--- src/rtl/pow2_clkdiv_pkg.sv ---
// Shared types and elaboration-time helpers for the programmable power-of-two clock divider.
package pow2_clkdiv_pkg;

  typedef enum logic [0:0] {
    StStopped,
    StRun
  } state_e;

  // Counter width: must hold 2^max_log2 - 1, never narrower than one bit.
  function automatic int unsigned calc_cw(input int unsigned max_log2);
    return (max_log2 < 1) ? 1 : max_log2;
  endfunction

  // Ratio code width: enough bits for codes 0..max_log2.
  function automatic int unsigned calc_rw(input int unsigned max_log2);
    int unsigned w;
    w = $clog2(max_log2 + 1);
    return (w < 1) ? 1 : w;
  endfunction

  function automatic int unsigned sat_log2(input int unsigned code, input int unsigned max_log2);
    return (code > max_log2) ? max_log2 : code;
  endfunction

  // Terminal count of a half period: h - 1 = 2^log2 - 1.
  function automatic int unsigned half_term(input int unsigned log2);
    return (32'd1 << log2) - 32'd1;
  endfunction

endpackage

--- src/rtl/pow2_clkdiv_halfcnt.sv ---
// Half-period counter: counts 0..term_i while running, flags the terminal count, idles at zero.
module pow2_clkdiv_halfcnt #(
  parameter int unsigned CW = 4
) (
  input  logic          clk_i,
  input  logic          rst_ni,
  input  logic          run_i,
  input  logic [CW-1:0] term_i,
  output logic          tc_o
);

  logic [CW-1:0] cnt_q, cnt_d;

  assign tc_o = run_i && (cnt_q == term_i);

  always_comb begin
    cnt_d = cnt_q;
    if (!run_i || tc_o) begin
      cnt_d = '0;
    end else begin
      cnt_d = cnt_q + CW'(1);
    end
  end

  always_ff @(posedge clk_i or negedge rst_ni) begin
    if (!rst_ni) begin
      cnt_q <= '0;
    end else begin
      cnt_q <= cnt_d;
    end
  end

endmodule

--- src/rtl/pow2_clock_divider_prog.sv ---
// Runtime-programmable power-of-two clock divider with glitch-free ratio changes applied
// at the falling edge of the divided clock and a clean enable stop/start.
module pow2_clock_divider_prog
  import pow2_clkdiv_pkg::*;
#(
  parameter int unsigned MAX_LOG2   = 4,
  parameter int unsigned RESET_LOG2 = 0,
  parameter int unsigned CW         = calc_cw(MAX_LOG2),
  parameter int unsigned RW         = calc_rw(MAX_LOG2)
) (
  input  logic          clock,
  input  logic          reset_n,
  input  logic          io_en,
  input  logic          io_req_valid,
  output logic          io_req_ready,
  input  logic [RW-1:0] io_req_log2,
  output logic          io_ack,
  output logic [RW-1:0] io_ratio_log2,
  output logic          io_running,
  output logic          io_clock_out,
  output logic          io_rise_pulse
);

  state_e        state_q;
  logic          clk_out_q;
  logic [RW-1:0] active_q;
  logic [RW-1:0] pending_q;
  logic          pending_v_q;
  logic          ack_q;

  logic          run;
  logic          tc;
  logic          accept;
  logic [CW-1:0] term;
  logic [RW-1:0] req_sat;

  assign run     = (state_q == StRun);
  assign accept  = io_req_valid && !pending_v_q;
  assign term    = CW'(half_term(32'(active_q)));
  assign req_sat = RW'(sat_log2(32'(io_req_log2), MAX_LOG2));

  pow2_clkdiv_halfcnt #(
    .CW(CW)
  ) u_halfcnt (
    .clk_i (clock),
    .rst_ni(reset_n),
    .run_i (run),
    .term_i(term),
    .tc_o  (tc)
  );

  // Ratio swaps and stops happen only when the high phase ends, so no phase is ever cut short.
  // A request accepted on that same edge is left pending for the next boundary.
  always_ff @(posedge clock or negedge reset_n) begin
    if (!reset_n) begin
      state_q     <= StStopped;
      clk_out_q   <= 1'b0;
      active_q    <= RW'(RESET_LOG2);
      pending_q   <= '0;
      pending_v_q <= 1'b0;
      ack_q       <= 1'b0;
    end else begin
      ack_q <= 1'b0;
      if (accept) begin
        pending_v_q <= 1'b1;
        pending_q   <= req_sat;
      end
      unique case (state_q)
        StStopped: begin
          clk_out_q <= 1'b0;
          if (pending_v_q) begin
            active_q    <= pending_q;
            pending_v_q <= 1'b0;
            ack_q       <= 1'b1;
          end else if (io_en) begin
            state_q <= StRun;
          end
        end
        StRun: begin
          if (tc) begin
            clk_out_q <= ~clk_out_q;
            if (clk_out_q) begin
              if (pending_v_q) begin
                active_q    <= pending_q;
                pending_v_q <= 1'b0;
                ack_q       <= 1'b1;
              end
              if (!io_en) begin
                state_q <= StStopped;
              end
            end
          end
        end
      endcase
    end
  end

  assign io_req_ready  = !pending_v_q;
  assign io_ack        = ack_q;
  assign io_ratio_log2 = active_q;
  assign io_running    = run;
  assign io_clock_out  = clk_out_q;
  assign io_rise_pulse = tc && !clk_out_q;

endmodule
--- config.mk ---
export PLATFORM = sky130hd
export DESIGN_NAME = pow2_clock_divider_prog
export DESIGN_NICKNAME = d
export VERILOG_FILES = /design/src/rtl/pow2_clkdiv_pkg.sv /design/src/rtl/pow2_clkdiv_halfcnt.sv /design/src/rtl/pow2_clock_divider_prog.sv
export SDC_FILE = /design/constraint.sdc
export NUM_CORES = 1
export LEC_CHECK = 0
export ABC_AREA = 0
export CORE_MARGIN = 2
export CORE_UTILIZATION = 46
export CTS_BUF_LIST = sky130_fd_sc_hd__clkbuf_4 sky130_fd_sc_hd__clkbuf_8
export DETAILED_ROUTE_END_ITERATION = 6
export HOLD_SLACK_MARGIN = 0.06
export PLACE_DENSITY = 0.75
export SLEW_MARGIN = 15
export SYNTH_ARGS = -nofsm -noshare
export SYNTH_HDL_FRONTEND = slang
export SYNTH_HIERARCHICAL = 1
export SYNTH_SLANG_ARGS = --single-unit
--- constraint.sdc ---
create_clock -name clock -period 2.5 [get_ports clock]
set_input_delay 0.25 -clock clock [delete_from_list [all_inputs] [get_ports clock]]
set_output_delay 0.25 -clock clock [all_outputs]
set_load 0.01 [all_outputs]
==> reports/results.txt, run 1 <==
CP Launch Type -> flip-flop
register area share after synthesis -> 50.8%
Total Wirelength -> 1220 um
Synthesized Nets -> 69
# rows -> 13
max_cap viols -> 0
Tot GR Track Use -> 15.1%
# H-tree levels -> 1
Root Driver -> clkbuf_4
Max clock buf depth -> 2
initial core utilization -> 51.1%
Final Cycle Share -> 96.8%
CTS tree -> built
adder-cell share of the synthesized area -> 3.63%
Distinct cells, synth -> 23
WL per Instance -> 12.0 um
reg2reg end -> io_ratio_log2[0]
complex-gate fraction of the synthesized area -> 5.44%
Final Hold Vio Count -> 0
DRT antenna net count -> 0
most frequent cells after synthesis -> 14 x dfrtp_1, 5 x xnor2_1, 4 x inv_1, 4 x nand2_1, 4 x nor2_1
simple-gate share of the synthesized area -> 20.3%
mux contribution to synthesized area -> 8.17%
WP data required -> 2250 ps
CP top delay family -> simple AND/OR/NAND/NOR gates
Pins Over Slew Limit -> 0
setup TNS -> 0 ps
CP peak stage delay -> 410 ps
cell area after synthesis -> 689 um2
main combinational cell family by area after synthesis -> simple AND/OR/NAND/NOR gates
Filler cells -> 99
Seq cells post-synth -> 14
# setup viols final -> 0
Rel. slew slack -> 60.6%
xor/xnor share of the synthesized area -> 8.89%
Post-Route Skew -> 6.00 ps
Cells after Synth -> 60
DPL Wire Length -> 887 um
grt total ovfl -> 0
top_reg_cell synth -> dfrtp_1
Num CTS Buffers -> 3
worst setup margin -> 80.8 ps
Avg Synthesized Cell Area -> 11.5 um2
drt drc -> 0
Async S/R FF share, synth -> 100%
maximum vdd drop -> 0.000817 V
Synth area leader -> dfrtp_1
worst setup path category -> reg -> out
Total Die Area -> 1820 um2
fin nets -> 97
Post-Place Worst Slack -> -72.6 ps
Least-Margin Pin Slew -> 590 ps
CTS Sinks -> 14
Post-synth EDFFs -> 0
minimum clock period -> 2420 ps
share of the synthesized area in the top cell type -> 50.8%
core area -> 1350 um2
R2R depth -> 10
Area contributors post-synth -> dfrtp_1 51%, mux2_4 6.5%, xnor2_1 6.4%
status -> completed
Via density -> 4.90
Power Density -> 1410 nW/um2
placed cells -> 94
worst path bufs/invs -> 1
Die Wd -> 42.7 um
die height -> 42.7 um
vias post-DR -> 500
Power Total -> 1410 uW
Crit. End Element -> primary output
CP max-delay cell -> or3_4
design area -> 993 um2
drt first pass iters -> 2
area delta synth->final -> 44.1%
Hold Path Class -> in -> async
Skew-Pair Late Insertion Delay -> 280 ps
largest net degree at the start of global routing -> 15
Post-Place Cell Area -> 890 um2
crit-path cells -> or3_4 > ha_4 > xor2_2 > xnor2_1 > nand4_2 > nor2_2 > and2b_2 > buf_6
Non-Filler Instances -> 102
CP Max Fanout -> 2
worst r2r src -> io_ratio_log2[2]
io pins -> 15
n_diodes -> 0
most frequent cell after synthesis -> dfrtp_1
CTS Hold Buffers Added -> 0
fraction of layout cells with a size suffix above 1 -> 33.3%
IO buf count -> 14
reported leakage power -> 0.000490 uW
Clock Pin Slew Worst Setup and Hold Paths -> 90 ps
vias in the first global route -> 471
internal reg-to-reg setup slack -> 90 ps
RSZ-0062 raised after global routing -> true
gp weighted congestion -> 0.708
first-pass GRT wire length -> 1980 um
Ys Warns -> 6
Max Clk Rate -> 413 MHz
initial antenna violation count -> 0
Iter 0 DRT Violations -> 1
CP arrival -> 2170 ps
==> logic make-up (layout without fill, tap and decap cells) <==
family,Yosys count,after routing
buffers and inverters,5,32
AND/OR/NAND/NOR,23,23
XOR/XNOR,7,7
flip-flops,14,14
adder cells (fa/ha/maj),2,2
multiplexers,4,4
AO/OA/AOI/OAI,5,5
==> through the flow <==
step	util, %	hold slack, ps
CTS	71.7	353
floorplan	-	-45.6
finish	73.6	332
global route	73.6	402
global placement	65.9	465
detailed placement	65.9	473
==> worst max-delay path by stage <==
stage,start,to,depth (start not counted)
after floorplan,io_ratio_log2[2],io_ratio_log2[0],9
after global placement,io_ratio_log2[2],io_rise_pulse,8
after detailed placement,io_ratio_log2[2],io_rise_pulse,8
after CTS,io_ratio_log2[0],io_ratio_log2[1],11
after global routing,io_ratio_log2[2],io_rise_pulse,8
final,io_ratio_log2[2],io_rise_pulse,8
==> state kept, by name, summed over array words and instances, names as in the netlist <==
| name | count |
|---|---|
| u_halfcnt/cnt_q | 4 |
| io_ratio_log2 | 3 |
| pending_q | 3 |
| io_ack | 1 |
| io_clock_out | 1 |
| io_running | 1 |
| pending_v_q | 1 |
==> cells in the final DEF, fill, tap and decap left out, drive strengths merged, types with 4 or more instances in the layout <==
cell type	netlist	final
nor2	4	4
dfrtp	14	14
clkdlybuf4s50	0	13
inv	4	4
nand2	5	5
buf	0	11
mux2	4	4
xnor2	5	5
clkbuf	1	4
==> layer usage <==
metal  part of all wire, %  up-vias  track usage (%)
li1                      -      252                -
met1                    42      235             18.3
met2                    53       11             24.5
met3                   3.4        2             3.83
met4                   1.3        0             7.50
met5                     0        -                0
==> repair_timing <==
action	in CTS	in global routing
cloned	0	0
setup buffers	3	2
gates resized for setup	8	4
endpoints found under the setup margin	1	4
pin swaps	7	5
==> power by group <==
group / internal (uW) / switching (uW)
sequential: 337 / 91.2
combinational: 497 / 317
clock: 88.7 / 73.9
==> cell type report <==
type / instances / area (um2) / share of cell area, %
multi-input combinational: 41 / 353 / 35.5
tap: 15 / 18.8 / 1.89
clock buffer: 4 / 36.3 / 3.65
inverter: 4 / 15.0 / 1.51
timing repair buffer: 24 / 220 / 22.2
sequential: 14 / 350 / 35.3
No activity file was read; power rests on OpenSTA's default activity.
==> inputs of run 2 (changes only) <==
- CELL_PAD_IN_SITES_DETAIL_PLACEMENT: unset -> 1
- CELL_PAD_IN_SITES_GLOBAL_PLACEMENT: unset -> 2
- CORE_UTILIZATION: 46 -> 29
- PLACE_DENSITY: 0.75 -> 0.74
==> reports/results.txt, run 2 (same netlist as run 1, synthesis figures left out) <==
status -> completed
io pins -> 15 (unchanged)
Total Wirelength -> 1360 um (+11%)
most frequent cells in the layout -> 14 x dfrtp_1, 13 x clkdlybuf4s50_1, 10 x buf_4
RSZ-0062 raised after global routing -> true
worst setup margin -> 67.0 ps (-13.8 ps)
Final Hold Vio Count -> 0 (unchanged)
Die Wd -> 52.8 um (+24%)
Tot GR Track Use -> 12.0% (-3.0 points)
grt total ovfl -> 0 (unchanged)
Non-Filler Instances -> 114 (+12%)
CTS tree -> built
vias post-DR -> 512 (+2.4%)
Biggest register -> u_halfcnt/cnt_q
CP Launch Type -> flip-flop
drt drc -> 0 (unchanged)
die height -> 52.8 um (+24%)
WL per Instance -> 11.9 um (-0.28%)
Clock Pin Slew Worst Setup and Hold Paths -> 80 ps (about the same)
Rel. slew slack -> 58.7% (-1.8 points)
area of the multi-input gates -> 340 um2 (-3.5%)
worst setup path category -> reg -> reg
drt first pass iters -> 3 (+1)
area delta synth->final -> 42.1%
placed cells -> 108 (+15%)
CTS Sinks -> 14 (unchanged)
Skew-Pair Late Insertion Delay -> 270 ps (about the same)
Post-Route Skew -> 0.572 ps (-5.43 ps)
Filler cells -> 256 (+160%)
Psw -> 473 uW (-1.9%)
initial core utilization -> 30.9% (-20 points)
Root Driver -> clkbuf_4
Num CTS Buffers -> 3 (unchanged)
minimum clock period -> 2430 ps (+13.8 ps)
Hold Path Class -> in -> async
Total Die Area -> 2780 um2 (+53%)
core area -> 2230 um2 (+65%)
initial antenna violation count -> 0 (unchanged)
vias in the first global route -> 556 (+18%)
combinational fraction of design power -> 59.2% (+1.3 points)
DRT antenna net count -> 0 (unchanged)
internal reg-to-reg setup slack -> 70 ps (-20 ps)
reported leakage power -> 0.000469 uW (-4.3%)
Seq pwr share -> 31.9% (+1.4 points)
Clock power frac -> 8.9% (-2.7 points)
Power Density -> 1380 nW/um2 (-2.8%)
largest net degree at the start of global routing -> 15 (unchanged)
Via density -> 4.49 (-8.4%)
max_cap viols -> 0 (unchanged)
first-pass GRT wire length -> 2370 um (+20%)
Least-Margin Pin Slew -> 617 ps (+27.6 ps)
Crit. End Element -> flip-flop
Post-Place Worst Slack -> -129 ps (-56.2 ps)
# rows -> 17 (+4)
Register Area -> 350 um2 (unchanged)
IO buf count -> 14 (unchanged)
gp weighted congestion -> 0.669 (-5.5%)
Iter 0 DRT Violations -> 2 (+1)
# H-tree levels -> 1 (unchanged)
CP Max Fanout -> 4 (+2)
Pins Over Slew Limit -> 0 (unchanged)
n_diodes -> 0 (unchanged)
fraction of layout cells with a size suffix above 1 -> 31.4% (-1.9 points)
WP data required -> 2660 ps (+410 ps)
# setup viols final -> 0 (unchanged)
Max Clk Rate -> 411 MHz (-0.57%)
DPL Wire Length -> 1050 um (+18%)
most common cell after layout, fill and taps aside -> dfrtp_1
Max clock buf depth -> 2 (unchanged)
Final Cycle Share -> 97.3% (+0.55 points)
fin nets -> 97 (unchanged)
internal power -> 875 uW (-5.3%)
maximum vdd drop -> 0.000574 V (-30%)
max reg flops -> 4 (unchanged)
CP arrival -> 2590 ps (+420 ps)
Net Sw Frac -> 35.1% (+0.79 points)
run 2: layer usage:
layer / global-route usage (%) / vias to the layer above / share of wire [%]
li1: - / 254 / -
met1: 13.1 / 248 / 43
met2: 21.5 / 10 / 53
met3: 3.43 / 0 / 3.7
met4: 5.13 / 0 / 0
met5: 0 / - / 0
run 2: worst paths after layout:
check / from / end / cells past startpoint
worst max register to register: io_ratio_log2[0] / io_ratio_log2[1] / 10
max in group asynchronous: reset_n / u_halfcnt/cnt_q[3] / 1
worst min-delay path: reset_n / io_running / 1
worst min register to register: pending_q[1] / pending_q[1] / 2
worst max-delay path: io_ratio_log2[0] / io_ratio_log2[1] / 10
min in group clock: pending_q[1] / pending_q[1] / 2
run 2: what timing repair did:
item / in CTS / in global routing
setup buffers: 1 / 2
pin swaps: 3 / 5
gates resized for setup: 7 / 2
endpoints found under the setup margin: 4 / 4
hold buffers: 0 / 0
run 2: critical path, cell delays in order (launching register included):
cell     delay, ps
dfrtp_1        380
or3_4          410
ha_4           170
xor2_1         170
xnor2_1        230
nand4_2        140
nor2_2         130
buf_4          120
nand2_2         50
a21o_4         230
mux2_4         300
run 2: cell type report:
type,instances,area share (%)
clock buffer,3,2.30
sequential,14,35.8
tap,28,3.58
inverter,4,1.53
timing repair buffer,24,22.1
multi-input combinational,41,34.7
run 2: metrics by stage:
stage / hold slack, ps / setup TNS, ps / utilization, % / cell area [um2] / power (uW)
floorplan: -45.6 / 0 / - / 689 / 864
global placement: 474 / -43.5 / 40.9 / 913 / 1130
detailed placement: 479 / -217 / 40.9 / 913 / 1160
CTS: 388 / 0 / 42.5 / 948 / 1320
global route: 403 / -182 / 43.9 / 980 / 1470
finish: 365 / 0 / 43.9 / 980 / 1350
run 2: power groups by stage:
| stage | Clock [uW] | Combinational (uW) | Sequential (uW) |
|---|---|---|---|
| 6_report | 120 | 798 | 430 |
| 5_1_grt | 143 | 878 | 446 |
| 4_1_cts | 129 | 756 | 432 |
| 3_5_place_dp | 0 | 726 | 436 |
| 3_3_place_gp | 0 | 695 | 432 |
| 2_1_floorplan | 0 | 419 | 445 |
==> inputs of run 3 (changes only) <==
- CTS_BUF_LIST: sky130_fd_sc_hd__clkbuf_4 sky130_fd_sc_hd__clkbuf_8 -> sky130_fd_sc_hd__clkbuf_8
==> reports/results.txt, run 3 (same netlist as run 1, synthesis figures left out) <==
minimum clock period -> 2420 ps (-17.9 ps)
CTS Hold Buffers Added -> 0 (unchanged)
Crit. End Element -> flip-flop
Max Clk Rate -> 414 MHz (+0.74%)
RSZ-0062 raised after global routing -> true
# setup viols final -> 0 (unchanged)
n_diodes -> 0 (unchanged)
vias post-DR -> 510 (-0.39%)
worst r2r src -> io_ratio_log2[0]
design area -> 991 um2 (+1.1%)
Final Cycle Share -> 96.6% (-0.72 points)
Post-Route Skew -> 1.10 ps (+0.532 ps)
CP Launch Type -> flip-flop
Metal-1 WL -> 570 um (-2.4%)
most frequent cells in the layout -> 14 x dfrtp_1, 13 x clkdlybuf4s50_1, 9 x buf_4
maximum vdd drop -> 0.000578 V (+0.77%)
DPL Wire Length -> 1050 um (unchanged)
WP data required -> 2620 ps (-40 ps)
max reg flops -> 4 (unchanged)
Net Sw Frac -> 34.0% (-1.1 points)
gp weighted congestion -> 0.669 (unchanged)
Final Hold Vio Count -> 0 (unchanged)
IO buf count -> 14 (unchanged)
fraction of layout cells with a size suffix above 1 -> 30.6% (-0.81 points)
core area -> 2230 um2 (unchanged)
Pins Over Slew Limit -> 0 (unchanged)
internal reg-to-reg setup slack -> 80 ps (+20 ps)
largest net degree at the start of global routing -> 15 (unchanged)
Crit path depth -> 10 (unchanged)
WL met2 -> 716 um (-1.5%)
Hold Path Class -> in -> async
worst path bufs/invs -> 1 (unchanged)
worst setup margin -> 84.9 ps (+17.9 ps)
Power Density -> 1400 nW/um2 (+2.0%)
Biggest register -> u_halfcnt/cnt_q
Post-Place Worst Slack -> -129 ps (unchanged)
DR top layer -> met3
Total Die Area -> 2780 um2 (unchanged)
CP arrival -> 2530 ps (-60 ps)
combinational fraction of design power -> 56.4% (-2.8 points)
setup TNS -> 0 ps (unchanged)
die height -> 52.8 um (unchanged)
status -> completed
Clock Pin Slew Worst Setup and Hold Paths -> 50 ps (-30 ps)
Total Wirelength -> 1340 um (-1.6%)
CTS tree -> built
WL per Instance -> 11.9 um (-0.74%)
CTS Sinks -> 14 (unchanged)
worst setup path category -> reg -> reg
initial antenna violation count -> 0 (unchanged)
Max clock buf depth -> 2 (unchanged)
area delta synth->final -> 43.7%
CP peak stage delay -> 410 ps (about the same)
Tot GR Track Use -> 11.7% (-0.36 points)
DRT antenna net count -> 0 (unchanged)
most common cell after layout, fill and taps aside -> dfrtp_1
first-pass GRT wire length -> 2350 um (-1.1%)
crit-path cells -> or3_4 > ha_4 > xor2_1 > xnor2_1 > nand4_2 > nor2_2 > buf_4 > nand2_2 > a21o_4 > mux2_4
CP Max Fanout -> 4 (unchanged)
# H-tree levels -> 1 (unchanged)
reg2reg end -> io_ratio_log2[1]
drt first pass iters -> 2 (-1)
R2R depth -> 10 (unchanged)
initial core utilization -> 30.9% (unchanged)
drt drc -> 0 (unchanged)
fin nets -> 96 (-1.0%)
io pins -> 15 (unchanged)
Seq pwr share -> 30.9% (-1.0 points)
Clock power frac -> 12.7% (+3.8 points)
# rows -> 17 (unchanged)
Num CTS Buffers -> 3 (unchanged)
CP top delay family -> simple AND/OR/NAND/NOR gates
Via density -> 4.51 (+0.49%)
reported leakage power -> 0.000471 uW (+0.51%)
Die Wd -> 52.8 um (unchanged)
Psw -> 473 uW (about the same)
internal power -> 917 uW (+4.9%)
CP max-delay cell -> or3_4
grt total ovfl -> 0 (unchanged)
met3 routed WL -> 53 um (+6.0%)
Least-Margin Pin Slew -> 611 ps (-6.40 ps)
max_cap viols -> 0 (unchanged)
Post-Place Cell Area -> 913 um2 (unchanged)
Skew-Pair Late Insertion Delay -> 240 ps (-30 ps)
Iter 0 DRT Violations -> 1 (-1)
Rel. slew slack -> 59.2% (+0.43 points)
Filler cells -> 254 (-0.78%)
vias in the first global route -> 558 (+0.36%)
Root Driver -> clkbuf_8
run 3: cell count changes in the layout (fill, tap and decap cells not counted):
cell      change
buf_4         -1
clkbuf_4      -3
clkbuf_8      +3
run 3: timing repair:
action                                  in CTS  in global routing
gates cloned                                 0                  0
buffers inserted                             1                  1
endpoints found under the setup margin       4                  4
resized for setup                            7                  2
pin swaps                                    3                  5
run 3: power by group through the flow:
stage	Combinational (uW)	Sequential (uW)	Clock, uW
3_3_place_gp	695	432	0
2_1_floorplan	419	445	0
5_1_grt	866	447	198
3_5_place_dp	726	436	0
4_1_cts	756	433	185
6_report	785	429	176
run 3: worst max path at each step:
stage / from / end / slack, ps
CTS: io_ratio_log2[2] / io_ratio_log2[1] / 30
global placement: io_ratio_log2[2] / io_rise_pulse / -40
detailed placement: io_ratio_log2[2] / io_rise_pulse / -130
global route: io_ratio_log2[0] / io_ratio_log2[1] / -40
finish: io_ratio_log2[0] / io_ratio_log2[1] / 80
floorplan: io_ratio_log2[2] / io_ratio_log2[0] / 50
run 3: routing by layer:
layer	vias to the layer above	track usage [%]
met2	10	21.5
li1	250	-
met3	0	2.57
met5	-	0
met4	0	3.85
met1	250	13.1
run 3: final cells by class:
cell class | count | area [um2] | area share [%]
tap | 28 | 35.0 | 3.54
multi-input combinational | 41 | 340 | 34.3
inverter | 4 | 15.0 | 1.52
sequential | 14 | 350 | 35.4
clock buffer | 3 | 41.3 | 4.17
timing repair buffer | 23 | 209 | 21.1
run 3: stage by stage:
step / hold WS, ps / power [uW] / std cells / util (%)
6_report: 397 / 1390 / 113 / 44.4
5_1_grt: 459 / 1510 / 113 / 44.4
4_1_cts: 431 / 1370 / 112 / 43.3
3_5_place_dp: 479 / 1160 / 108 / 40.9
3_3_place_gp: 474 / 1130 / 108 / 40.9
2_1_floorplan: -45.6 / 864 / 60 / -
